### config.mk
export PLATFORM = sky130hd
export DESIGN_NAME = sym_pattern_tx_flat
export DESIGN_NICKNAME = d
export VERILOG_FILES = /design/src/rtl/sym_pkg.sv /design/src/rtl/sym_pattern_tx_if.sv /design/src/rtl/sym_buf.sv /design/src/rtl/sym_pattern_tx.sv /design/src/flat_wrapper.sv
export SDC_FILE = /design/constraint.sdc
export NUM_CORES = 1
export LEC_CHECK = 0
export CAP_MARGIN = 10
export CORE_MARGIN = 10
export CORE_UTILIZATION = 45
export CTS_CLUSTER_SIZE = 28
export DETAILED_ROUTE_END_ITERATION = 10
export GPL_TIMING_DRIVEN = 1
export HOLD_SLACK_MARGIN = 0.12
export PLACE_DENSITY = 0.75
export SETUP_SLACK_MARGIN = 0.2
export SLEW_MARGIN = 20
export SYNTH_ARGS = -nofsm -noshare
export SYNTH_HDL_FRONTEND = slang
export SYNTH_SLANG_ARGS = --single-unit
### constraint.sdc
create_clock -name clk -period 5.3 [get_ports clk]
set_input_delay 0.795 -clock clk [delete_from_list [all_inputs] [get_ports clk]]
set_output_delay 0.795 -clock clk [all_outputs]
set_load 0.005 [all_outputs]
### src/rtl/sym_pkg.sv
// sym_pattern_tx shared types: 2-bit symbol and FSM encodings.
// Optional per-pass checksum symbol: define SYM_TX_CHKSUM_EN.
package sym_pkg;
  typedef logic [1:0] sym_t;

  localparam sym_t SYM_IDLE = 2'b00;

  localparam logic [1:0] ST_IDLE = 2'b00;
  localparam logic [1:0] ST_SEND = 2'b01;
  localparam logic [1:0] ST_GAP  = 2'b10;
endpackage

### src/rtl/sym_pattern_tx_if.sv
// Host/detector bundle for sym_pattern_tx.
// master = host/stimulus side, slave = transmitter.
interface sym_pattern_tx_if #(
  parameter int REP_W = 4
);
  logic              wr_en;
  sym_pkg::sym_t     wr_sym;
  logic              wr_rdy;
  logic              clr;
  logic              start;
  logic [REP_W-1:0]  rep;
  logic              abort;
  logic              x1;
  logic              x0;
  logic              sym_vld;
  logic              busy;
  logic              done;

  modport master (
    output wr_en, wr_sym, clr, start,
    output rep, abort,
    input  wr_rdy, x1, x0, sym_vld,
    input  busy, done
  );

  modport slave (
    input  wr_en, wr_sym, clr, start,
    input  rep, abort,
    output wr_rdy, x1, x0, sym_vld,
    output busy, done
  );
endinterface

### src/rtl/sym_buf.sv
// Pattern buffer: DEPTH x 2-bit register file with fill count.
// Only the count is reset; contents survive reset and clr.
module sym_buf
  import sym_pkg::*;
#(
  parameter int DEPTH = 8,
  parameter int CW    = 3
) (
  input  logic          clk,
  input  logic          r,
  input  logic          we,
  input  sym_t          wsym,
  input  logic          clr,
  input  logic [CW-1:0] ridx,
  output sym_t          rsym,
  output logic [CW:0]   cnt
);
  sym_t        mem_q [DEPTH];
  logic [CW:0] cnt_q, cnt_d;

  always_comb begin
    cnt_d = cnt_q;
    if (clr)     cnt_d = '0;
    else if (we) cnt_d = cnt_q + 1'b1;
  end

  always_ff @(posedge clk or posedge r) begin
    if (r) cnt_q <= '0;
    else   cnt_q <= cnt_d;
  end

  always_ff @(posedge clk) begin
    if (we) mem_q[cnt_q[CW-1:0]] <= wsym;
  end

  assign rsym = mem_q[ridx];
  assign cnt  = cnt_q;
endmodule

### src/rtl/sym_pattern_tx.sv
// Replays a stored symbol pattern onto x1/x0 with idle gaps.
// SYM_TX_CHKSUM_EN adds an XOR checksum symbol after each pass.
module sym_pattern_tx
  import sym_pkg::*;
#(
  parameter int DEPTH = 8,
  parameter int CW    = 3,
  parameter int GAP   = 2,
  parameter int REP_W = 4
) (
  input  logic clk,
  input  logic r,
  sym_pattern_tx_if.slave bus
);
  localparam int GW = (GAP > 1) ? $clog2(GAP) : 1;
  localparam logic [CW:0]   FULL  = (CW+1)'(DEPTH);
  localparam logic [GW-1:0] GLAST = GW'(GAP > 0 ? GAP - 1 : 0);

  logic [1:0]       state_q, state_d;
  logic [CW-1:0]    idx_q, idx_d;
  logic [REP_W-1:0] pass_q, pass_d;
  logic [GW-1:0]    gcnt_q, gcnt_d;
  sym_t             x_q, x_d;
  logic             vld_q, busy_q;
  logic             done_q, done_d;
  logic [CW:0]      cnt;
  sym_t             rsym;
  logic             idle, rdy, we, clr_b;
  logic             last, pass_end;
`ifdef SYM_TX_CHKSUM_EN
  logic             ck_q, ck_d;
  sym_t             acc_q, acc_d;
`endif

  assign idle  = state_q == ST_IDLE;
  assign rdy   = idle && (cnt < FULL) &&
                 !bus.start && !bus.clr && !r;
  assign we    = bus.wr_en && rdy;
  assign clr_b = idle && bus.clr;
  assign last  = {1'b0, idx_q} == (cnt - 1'b1);

  sym_buf #(.DEPTH(DEPTH), .CW(CW)) u_buf (
    .clk  (clk),
    .r    (r),
    .we   (we),
    .wsym (bus.wr_sym),
    .clr  (clr_b),
    .ridx (idx_d),
    .rsym (rsym),
    .cnt  (cnt)
  );

  always_comb begin
    state_d  = state_q;
    idx_d    = idx_q;
    pass_d   = pass_q;
    gcnt_d   = gcnt_q;
    done_d   = 1'b0;
    pass_end = 1'b0;
    x_d      = SYM_IDLE;
`ifdef SYM_TX_CHKSUM_EN
    ck_d     = ck_q;
    acc_d    = acc_q;
`endif
    unique case (state_q)
      ST_IDLE: begin
        if (!bus.clr && bus.start && cnt != '0) begin
          state_d = ST_SEND;
          idx_d   = '0;
          pass_d  = bus.rep;
`ifdef SYM_TX_CHKSUM_EN
          ck_d    = 1'b0;
`endif
        end
      end
      ST_SEND: begin
        if (bus.abort) state_d = ST_IDLE;
        else begin
`ifdef SYM_TX_CHKSUM_EN
          if (ck_q)      pass_end = 1'b1;
          else if (last) ck_d = 1'b1;
          else           idx_d = idx_q + 1'b1;
`else
          if (last) pass_end = 1'b1;
          else      idx_d = idx_q + 1'b1;
`endif
        end
        if (pass_end) begin
          if (pass_q == '0) begin
            state_d = ST_IDLE;
            done_d  = 1'b1;
          end else begin
            pass_d  = pass_q - 1'b1;
            idx_d   = '0;
            gcnt_d  = '0;
            state_d = (GAP == 0) ? ST_SEND : ST_GAP;
`ifdef SYM_TX_CHKSUM_EN
            ck_d    = 1'b0;
`endif
          end
        end
      end
      ST_GAP: begin
        if (bus.abort) state_d = ST_IDLE;
        else if (gcnt_q == GLAST) begin
          state_d = ST_SEND;
          idx_d   = '0;
        end else gcnt_d = gcnt_q + 1'b1;
      end
      default: state_d = ST_IDLE;
    endcase
    // output is loaded from the next state so it lines up with state_q
    if (state_d == ST_SEND) begin
`ifdef SYM_TX_CHKSUM_EN
      if (ck_d) x_d = acc_q;
      else begin
        x_d   = rsym;
        acc_d = ((idx_d == '0) ? SYM_IDLE : acc_q) ^ rsym;
      end
`else
      x_d = rsym;
`endif
    end
  end

  always_ff @(posedge clk or posedge r) begin
    if (r) begin
      state_q <= ST_IDLE;
      idx_q   <= '0;
      pass_q  <= '0;
      gcnt_q  <= '0;
      x_q     <= SYM_IDLE;
      vld_q   <= 1'b0;
      busy_q  <= 1'b0;
      done_q  <= 1'b0;
    end else begin
      state_q <= state_d;
      idx_q   <= idx_d;
      pass_q  <= pass_d;
      gcnt_q  <= gcnt_d;
      x_q     <= x_d;
      vld_q   <= state_d == ST_SEND;
      busy_q  <= state_d != ST_IDLE;
      done_q  <= done_d;
    end
  end

`ifdef SYM_TX_CHKSUM_EN
  always_ff @(posedge clk or posedge r) begin
    if (r) begin
      ck_q  <= 1'b0;
      acc_q <= SYM_IDLE;
    end else begin
      ck_q  <= ck_d;
      acc_q <= acc_d;
    end
  end
`endif

  assign bus.wr_rdy  = rdy;
  assign bus.x1      = x_q[1];
  assign bus.x0      = x_q[0];
  assign bus.sym_vld = vld_q;
  assign bus.busy    = busy_q;
  assign bus.done    = done_q;
endmodule

### src/flat_wrapper.sv
// flat-port wrapper written by rule: the top's interface ports become plain ports
module sym_pattern_tx_flat import sym_pkg::*;
#(
  parameter int DEPTH = 8,
  parameter int CW    = 3,
  parameter int GAP   = 2,
  parameter int REP_W = 4
)
  (clk, r, bus_wr_en, bus_wr_sym, bus_clr, bus_start, bus_rep, bus_abort, bus_wr_rdy, bus_x1, bus_x0, bus_sym_vld, bus_busy, bus_done);
  sym_pattern_tx_if #(.REP_W(REP_W)) bus_i ();
  input  logic clk;
  input  logic r;
  input wire logic [$bits(bus_i.wr_en)-1:0] bus_wr_en;
  input wire logic [$bits(bus_i.wr_sym)-1:0] bus_wr_sym;
  input wire logic [$bits(bus_i.clr)-1:0] bus_clr;
  input wire logic [$bits(bus_i.start)-1:0] bus_start;
  input wire logic [$bits(bus_i.rep)-1:0] bus_rep;
  input wire logic [$bits(bus_i.abort)-1:0] bus_abort;
  output wire logic [$bits(bus_i.wr_rdy)-1:0] bus_wr_rdy;
  output wire logic [$bits(bus_i.x1)-1:0] bus_x1;
  output wire logic [$bits(bus_i.x0)-1:0] bus_x0;
  output wire logic [$bits(bus_i.sym_vld)-1:0] bus_sym_vld;
  output wire logic [$bits(bus_i.busy)-1:0] bus_busy;
  output wire logic [$bits(bus_i.done)-1:0] bus_done;
  assign bus_i.wr_en = bus_wr_en;
  assign bus_i.wr_sym = bus_wr_sym;
  assign bus_i.clr = bus_clr;
  assign bus_i.start = bus_start;
  assign bus_i.rep = bus_rep;
  assign bus_i.abort = bus_abort;
  assign bus_wr_rdy = bus_i.wr_rdy;
  assign bus_x1 = bus_i.x1;
  assign bus_x0 = bus_i.x0;
  assign bus_sym_vld = bus_i.sym_vld;
  assign bus_busy = bus_i.busy;
  assign bus_done = bus_i.done;
  sym_pattern_tx #(.DEPTH(DEPTH), .CW(CW), .GAP(GAP), .REP_W(REP_W)) u_core (.clk(clk), .r(r), .bus(bus_i));
endmodule
; Word-level counts from Yosys, hierarchy flattened
; Memories as Yosys holds them, arrays and structs flattened.
; Cells that the tools add are included.
[classes]
add_sub_neg = 5
multipliers = 0
n_div = 0
n_lt_le_gt_ge = 1
n_eq_ne = 8
shift = 0
n_mux = 35
bitwise_logic = 0
n_reduce_logical = 20
[op_table]
columns = operator, n
row1 = 3-bit 2-to-1 mux, 7
row2 = 4-bit 2-to-1 mux, 5
row3 = 2-bit 2-to-1 mux, 7
row4 = 1-bit 2-to-1 mux, 12
row5 = 3-bit one-hot mux with 3 select lines, 1
row6 = 1-bit logical AND, 8
row7 = 4-bit one-hot mux with 2 select lines, 1
row8 = 4-bit AND reduction, 2
row9 = 2-bit nonzero test, 4
row10 = 4-bit by 1-bit subtractor with 4-bit output (second input constant), 2
row11 = 2-bit != test (second input constant), 3
row12 = 2-bit one-hot mux with 3 select lines, 1
row13 = 4-bit by 1-bit adder with 4-bit output (second input constant), 1
row14 = 2-bit by 1-bit == test with 1-bit output (second input constant), 2
row15 = 3-bit by 4-bit == test with 1-bit output, 1
row16 = 4-bit logical NOT, 1
row17 = 4-bit < comparator (second input constant), 1
row18 = 4-bit nonzero test, 1
row19 = 3-bit by 1-bit adder with 3-bit output (second input constant), 1
row20 = 1-bit logical NOT, 3
row21 = 2-bit == test (second input constant), 1
row22 = 2-bit logical NOT, 1
row23 = 2-bit by 1-bit != test with 1-bit output (second input constant), 1
row24 = 1-bit one-hot mux with 2 select lines, 1
row25 = 1-bit adder (second input constant), 1
[word_totals]
register_bits = 19
latchBits = 0
ramBits = 16
rom_bits = 0
input_bits = 12
output_inout_bits = 6
elab_cells = 79
mem_count = 1
[mem_list]
columns = memory, words, word_bits, read_ports, rd_clocked_by_memory_dff, wr, line_no
row1 = u_core.u_buf.mem_q, 8, 2, 1, 0, 1, sym_buf.sv:18  ; sym_t mem_q [DEPTH];

; Depth between registers and ports, before layout
[depth]
word_depth = 9
depth_mapped = 10
mapped_depth_nobuf = 10

; Hierarchy
; From an unflattened synthesis, not the netlist that was laid out.
[hier_totals]
hier_cells = 146
area_unflattened_um2 = 1784.2
[by_module_without_submodules]
columns = module, instances, cells_per_inst, area_each_um2, seq_area_each_um2
row1 = sym_pattern_tx, 1, 95, 942.2, 375.4
row2 = sym_buf, 1, 51, 842.1, 580.6

; Least setup slack after synthesis
; No wires, ideal clock.
[synth_path]
path_kind = register to register
from = register u_core.u_buf.cnt_q[1], in the netlist u_core.u_buf.cnt[1]
to = register u_core.x_q[0]
setup_ns = 0.133
arrival_ns = 2.337
required_ns = 5.167
path_slack_ns = 2.830
stages_incl_launch_ff = 11
path_buffers = 1
synth_period_minus_slack_ns = 2.470
path_cell_list = dfrtp_1 inv_1 ha_1 xor2_1 or4_4 a31oi_4 or2_1 buf_6 a21boi_0 o31ai_1 o211ai_1
[synth_via]
elab_chain_len = 9
word_cells_on_any_way = 19
classes_between = add/sub (1) / eq/ne (2) / mux (13) / reduce/logical (2) / memory (1)
[synth_rtl]
columns = element, line_no
row1 = start: declaration, sym_buf.sv:19  ; logic [CW:0] cnt_q, cnt_d;
row2 = start signal: assignment, sym_buf.sv:29  ; else cnt_q <= cnt_d;
row3 = 4-bit by 1-bit subtractor with 4-bit output, sym_pattern_tx.sv:40  ; assign last = {1'b0, idx_q} == (cnt - 1'b1);
row4 = 3-bit by 4-bit == test with 1-bit output, sym_pattern_tx.sv:40
row5 = 3-bit 2-to-1 mux / 1-bit 2-to-1 mux (equally long branches), sym_pattern_tx.sv:84  ; if (last) pass_end = 1'b1;
row6 = 3-bit 2-to-1 mux / 1-bit 2-to-1 mux (equally long branches), sym_pattern_tx.sv:77  ; if (bus.abort) state_d = ST_IDLE;
row7 = 3-bit 2-to-1 mux / 1-bit 2-to-1 mux (equally long branches), "sym_pattern_tx.sv:89, sym_pattern_tx.sv:65"
row8 = 3-bit 2-to-1 mux / 2-bit 2-to-1 mux (equally long branches), sym_pattern_tx.sv:88  ; if (pass_end) begin
row9 = 3-bit one-hot mux with 3 select lines / 2-bit one-hot mux with 3 select lines (equally long branches), sym_pattern_tx.sv:65  ; unique case (state_q)
row10 = memory read 8 x 2 bit / 2-bit by 1-bit == test with 1-bit output (equally long branches), n/a
row11 = 2-bit 2-to-1 mux (*), sym_pattern_tx.sv:113  ; if (state_d == ST_SEND) begin
row12 = named net u_core.x_d[0], sym_pattern_tx.sv:23  ; sym_t x_q, x_d;
row13 = end signal: assignment, sym_pattern_tx.sv:132  ; x_q <= SYM_IDLE;
row14 = end signal: assignment, sym_pattern_tx.sv:141  ; x_q <= x_d;
row15 = end: declaration, sym_pattern_tx.sv:23
; The timed path passes the listed nets; every way through them passes the cells marked *. The select of a mux whose other input is x is not followed.
; A chain may end at the register's enable or synchronous reset.

; Final worst setup path
[layout_path]
from = input bus_clr
to = output bus_wr_rdy
[layout_via]
elab_chain_len = 3
[layout_rtl]
columns = element, line_no
row1 = start: declaration, flat_wrapper.sv:15  ; input wire logic [$bits(bus_i.clr)-1:0] bus_clr;
row2 = 1-bit logical NOT, sym_pattern_tx.sv:37  ; !bus.start && !bus.clr && !r;
row3 = 1-bit logical AND (2 in a row), sym_pattern_tx.sv:37
row4 = end: declaration, flat_wrapper.sv:19  ; output wire logic [$bits(bus_i.wr_rdy)-1:0] bus_wr_rdy;
; Every way passes these cells.

==> results.py <==
metrics = {
    "timing": {
        "skew_ns": 0.00552,
        "timing.fmax_ghz": 0.297,
        "slew_viol_final": 0,
        "hold_violations": 0,
        "tightestPinTransition_ns": 0.715,
        "period_minus_slack_ns": 3.36,
        "slew_headroom_pct": 52.3,
        "grt_setup_unrepaired": "false",
        "setup_violations": 0,
        "period_share_pct": 63.4,
        "tns_ns": 0,
    },
    "clock_network": {
        "clockBufferDepth": 2,
        "holdBufCountCts": 0,
        "cts_tree": "done",
        "cts_sinks": 35,
        "post_cts_buffers": 0,
        "numCtsBuffers": 5,
        "cts_resized": 0,
        "clock_latency_ns": 0.29,
        "cts.root.buffer_cell": "clkbuf_8",
        "cts_max_level": 2,
        "clk_pin_slew_worst_paths_ns": 0.07,
    },
    "yosys": {
        "ys.flop_type": "dfrtp_1",
        "synth_warnings": 0,
        "syn-mean-instance-area_sq_um": 10.7,
        "synth_edf_count": 16,
        "synth_seq_cells": 35,
        "yosysUniqueCellTypes": 50,
        "syn_area_sq_mm": 0.00187,
        "netlist_instances": 175,
        "ys_seq_area_share_pct": 51.2,
        "synth_nets": 192,
        "ys_async_sr_fraction_pct": 54.3,
    },
    "outcome": {
        "outcome": "finished, final reports clean",
    },
    "drt": {
        "routedWlPerCell_microns": 14.0,
        "routed_wl_microns": 3460,
        "postRouteAntennaNets": 0,
        "drtPass1Iterations": 4,
        "drc_errors": 0,
        "vias": 1316,
        "initialDrtViolationCount": 70,
        "via_per_inst": 5.33,
    },
    "critical_path": {
        "crit_type": "in -> out",
        "path_cells": "clkdlybuf4s50_1, or4_1, nor3_1, clkdlybuf4s50_1",
        "cp_max_fo": 3,
        "path_common_cell": "clkdlybuf4s50_1",
        "max_stage_delay_ns": 0.57,
        "crit_slowest_cell": "clkdlybuf4s50_1",
        "critPathRequiredTime_ns": 4.51,
        "worstPathArrival_ns": 2.57,
        "cp-end-kind": "primary output",
        "start_kind": "input port",
    },
    "final_layout": {
        "nets": 213,
        "final_layout_size_suffix_gt1_share_pct": 14.2,
        "n_antenna_cell": 0,
        "syn_to_final_growth_pct": 16.3,
        "final_util_pct": 54.3,
    },
    "power_and_ir_drop": {
        "switching_share_pct": 28.1,
        "irDropWorstVdd_mv": 0.176,
        "p_per_area_mw_per_mm2": 278,
        "sequentialPowerShare_pct": 52.3,
        "intPower_w": 0.000434,
        "power_frac_clock_pct": 32.7,
        "combPwrFrac_pct": 15.0,
        "p_leak_nw": 0.862,
        "p_switching_w": 0.000170,
    },
    "floorplanning": {
        "io_pins": 18,
        "die_w_microns": 84.4,
        "placementRows": 23,
        "die_area_sq_mm": 0.00713,
        "start_util_pct": 46.7,
        "die_h_microns": 84.4,
        "coreArea_sq_mm": 0.00400,
    },
    "placement": {
        "io_buffers": 17,
        "dpl.hpwl_microns": 2690,
        "gp_congestion": 0.787,
    },
    "global_route": {
        "grt_pass1_vias": 1264,
        "grt_max_degree": 20,
        "grt-ovfl-total": 0,
        "grt_pass1_wl_microns": 5790,
        "grt_usage_pct": 9.83,
        "antenna_found_initial": 0,
    },
    "job": {
        "maxCapViolCount": 0,
    },
    "min_path": {
        "hp-class": "reg -> reg",
    },
}
-- worst paths after layout --
path                                      from            endpoint  cells after the start  slack, ns
setup / recovery                       bus_clr          bus_wr_rdy                      4       1.94
setup reg to reg           u_core.u_buf.cnt[1]       u_core.x_q[1]                      9       2.46
hold / removal                   u_core.gcnt_q   u_core.state_q[1]                      1       0.50
min in group asynchronous                    r     u_core.idx_q[1]                      2       0.94
hold reg to reg                  u_core.gcnt_q   u_core.state_q[1]                      1       0.50
max in group asynchronous                    r  u_core.bus.sym_vld                      2       3.91
-- synthesized netlist by cell type (all sizes together), types with 5 or more instances --
cell type | n | area share, %
a21oi | 6 | 1.8
and3 | 6 | 2.3
dfrtp | 19 | 25
edfxtp | 16 | 26
ha | 5 | 3.3
inv | 11 | 2.2
nand2 | 16 | 3.5
nand3 | 6 | 1.6
nor2 | 19 | 4.2
nor3 | 5 | 1.3
o21ai | 10 | 2.7
-- worst max-delay path, delay by kind of cell --
kind | cells | cell delay [ns]
buf+inv | 2 | 1.00
simple gates | 2 | 0.76
-- cell families (layout without fill, tap and decap cells) --
| group | after synthesis | count (layout) | share of synthesized area [%] |
|---|---|---|---|
| and+or+nand+nor | 73 | 73 | 21.8 |
| adders and majority gates | 5 | 5 | 3.35 |
| AOI/OAI and AO/OA | 44 | 44 | 18.6 |
| buffers and inverters | 14 | 36 | 3.28 |
| xor gates and xnor gates | 4 | 4 | 1.88 |
| DFF | 35 | 35 | 51.2 |
-- per-stage QoR --
step	setup WS, ns	std cells	area (sq um)	hold slack (ns)	power, W
after global routing	1.87	247	2170	0.524	0.000635
after global placement	1.98	239	2080	0.483	0.000410
after detailed placement	1.92	239	2080	0.487	0.000413
final	1.94	247	2170	0.498	0.000603
after floorplan	2.83	175	1870	0.467	0.000384
after CTS	1.91	247	2170	0.496	0.000611
-- area by class of cell --
type | count | area [sq um]
multi-input combinational | 126 | 851
timing repair buffer | 17 | 170
inverter | 11 | 41.3
tap | 50 | 62.6
clock inverter | 3 | 23.8
clock buffer | 5 | 68.8
fill | 358 | 1830
sequential | 35 | 956
-- layout by cell type, fill, tap and decap left out, types with 3 or more instances in the layout --
cell,count
nand2_1,14
o21ai_0,10
a211oi_1,3
clkdlybuf4s50_1,17
nor3b_1,4
o211ai_1,3
ha_1,5
inv_1,10
a21oi_1,5
dfrtp_1,19
nor2_1,18
xor2_1,4
edfxtp_1,16
nor3_1,5
o31ai_1,3
clkbuf_8,5
and3_2,5
nand3_1,6
nand2b_1,4
a21boi_0,3
-- routing by layer --
layer	track usage, %	up-vias	part of all wire (%)
met1	11.5	611	44
met4	4.94	0	2.2
met2	16.0	25	48
met3	3.00	6	5.0
li1	-	674	-
met5	0	-	0
-- sequential cells by signal, indices dropped and copies added, names as in the netlist --
name / count
u_core.u_buf.mem_q: 16
u_core.pass_q: 4
u_core.u_buf.cnt: 4
u_core.idx_q: 3
u_core.state_q: 2
u_core.x_q: 2
u_core.bus.busy: 1
u_core.bus.done: 1
u_core.bus.sym_vld: 1
u_core.gcnt_q: 1
-- power groups by stage --
stage | logic [W] | clock network, W | registers (W)
2_1_floorplan | 0.0000678 | 0 | 0.000316
3_5_place_dp | 0.0000915 | 0 | 0.000321
5_1_grt | 0.000103 | 0.000214 | 0.000318
6_report | 0.0000905 | 0.000197 | 0.000315
3_3_place_gp | 0.0000893 | 0 | 0.000321
4_1_cts | 0.0000917 | 0.000204 | 0.000316
Power figures use the tool's default switching activity.
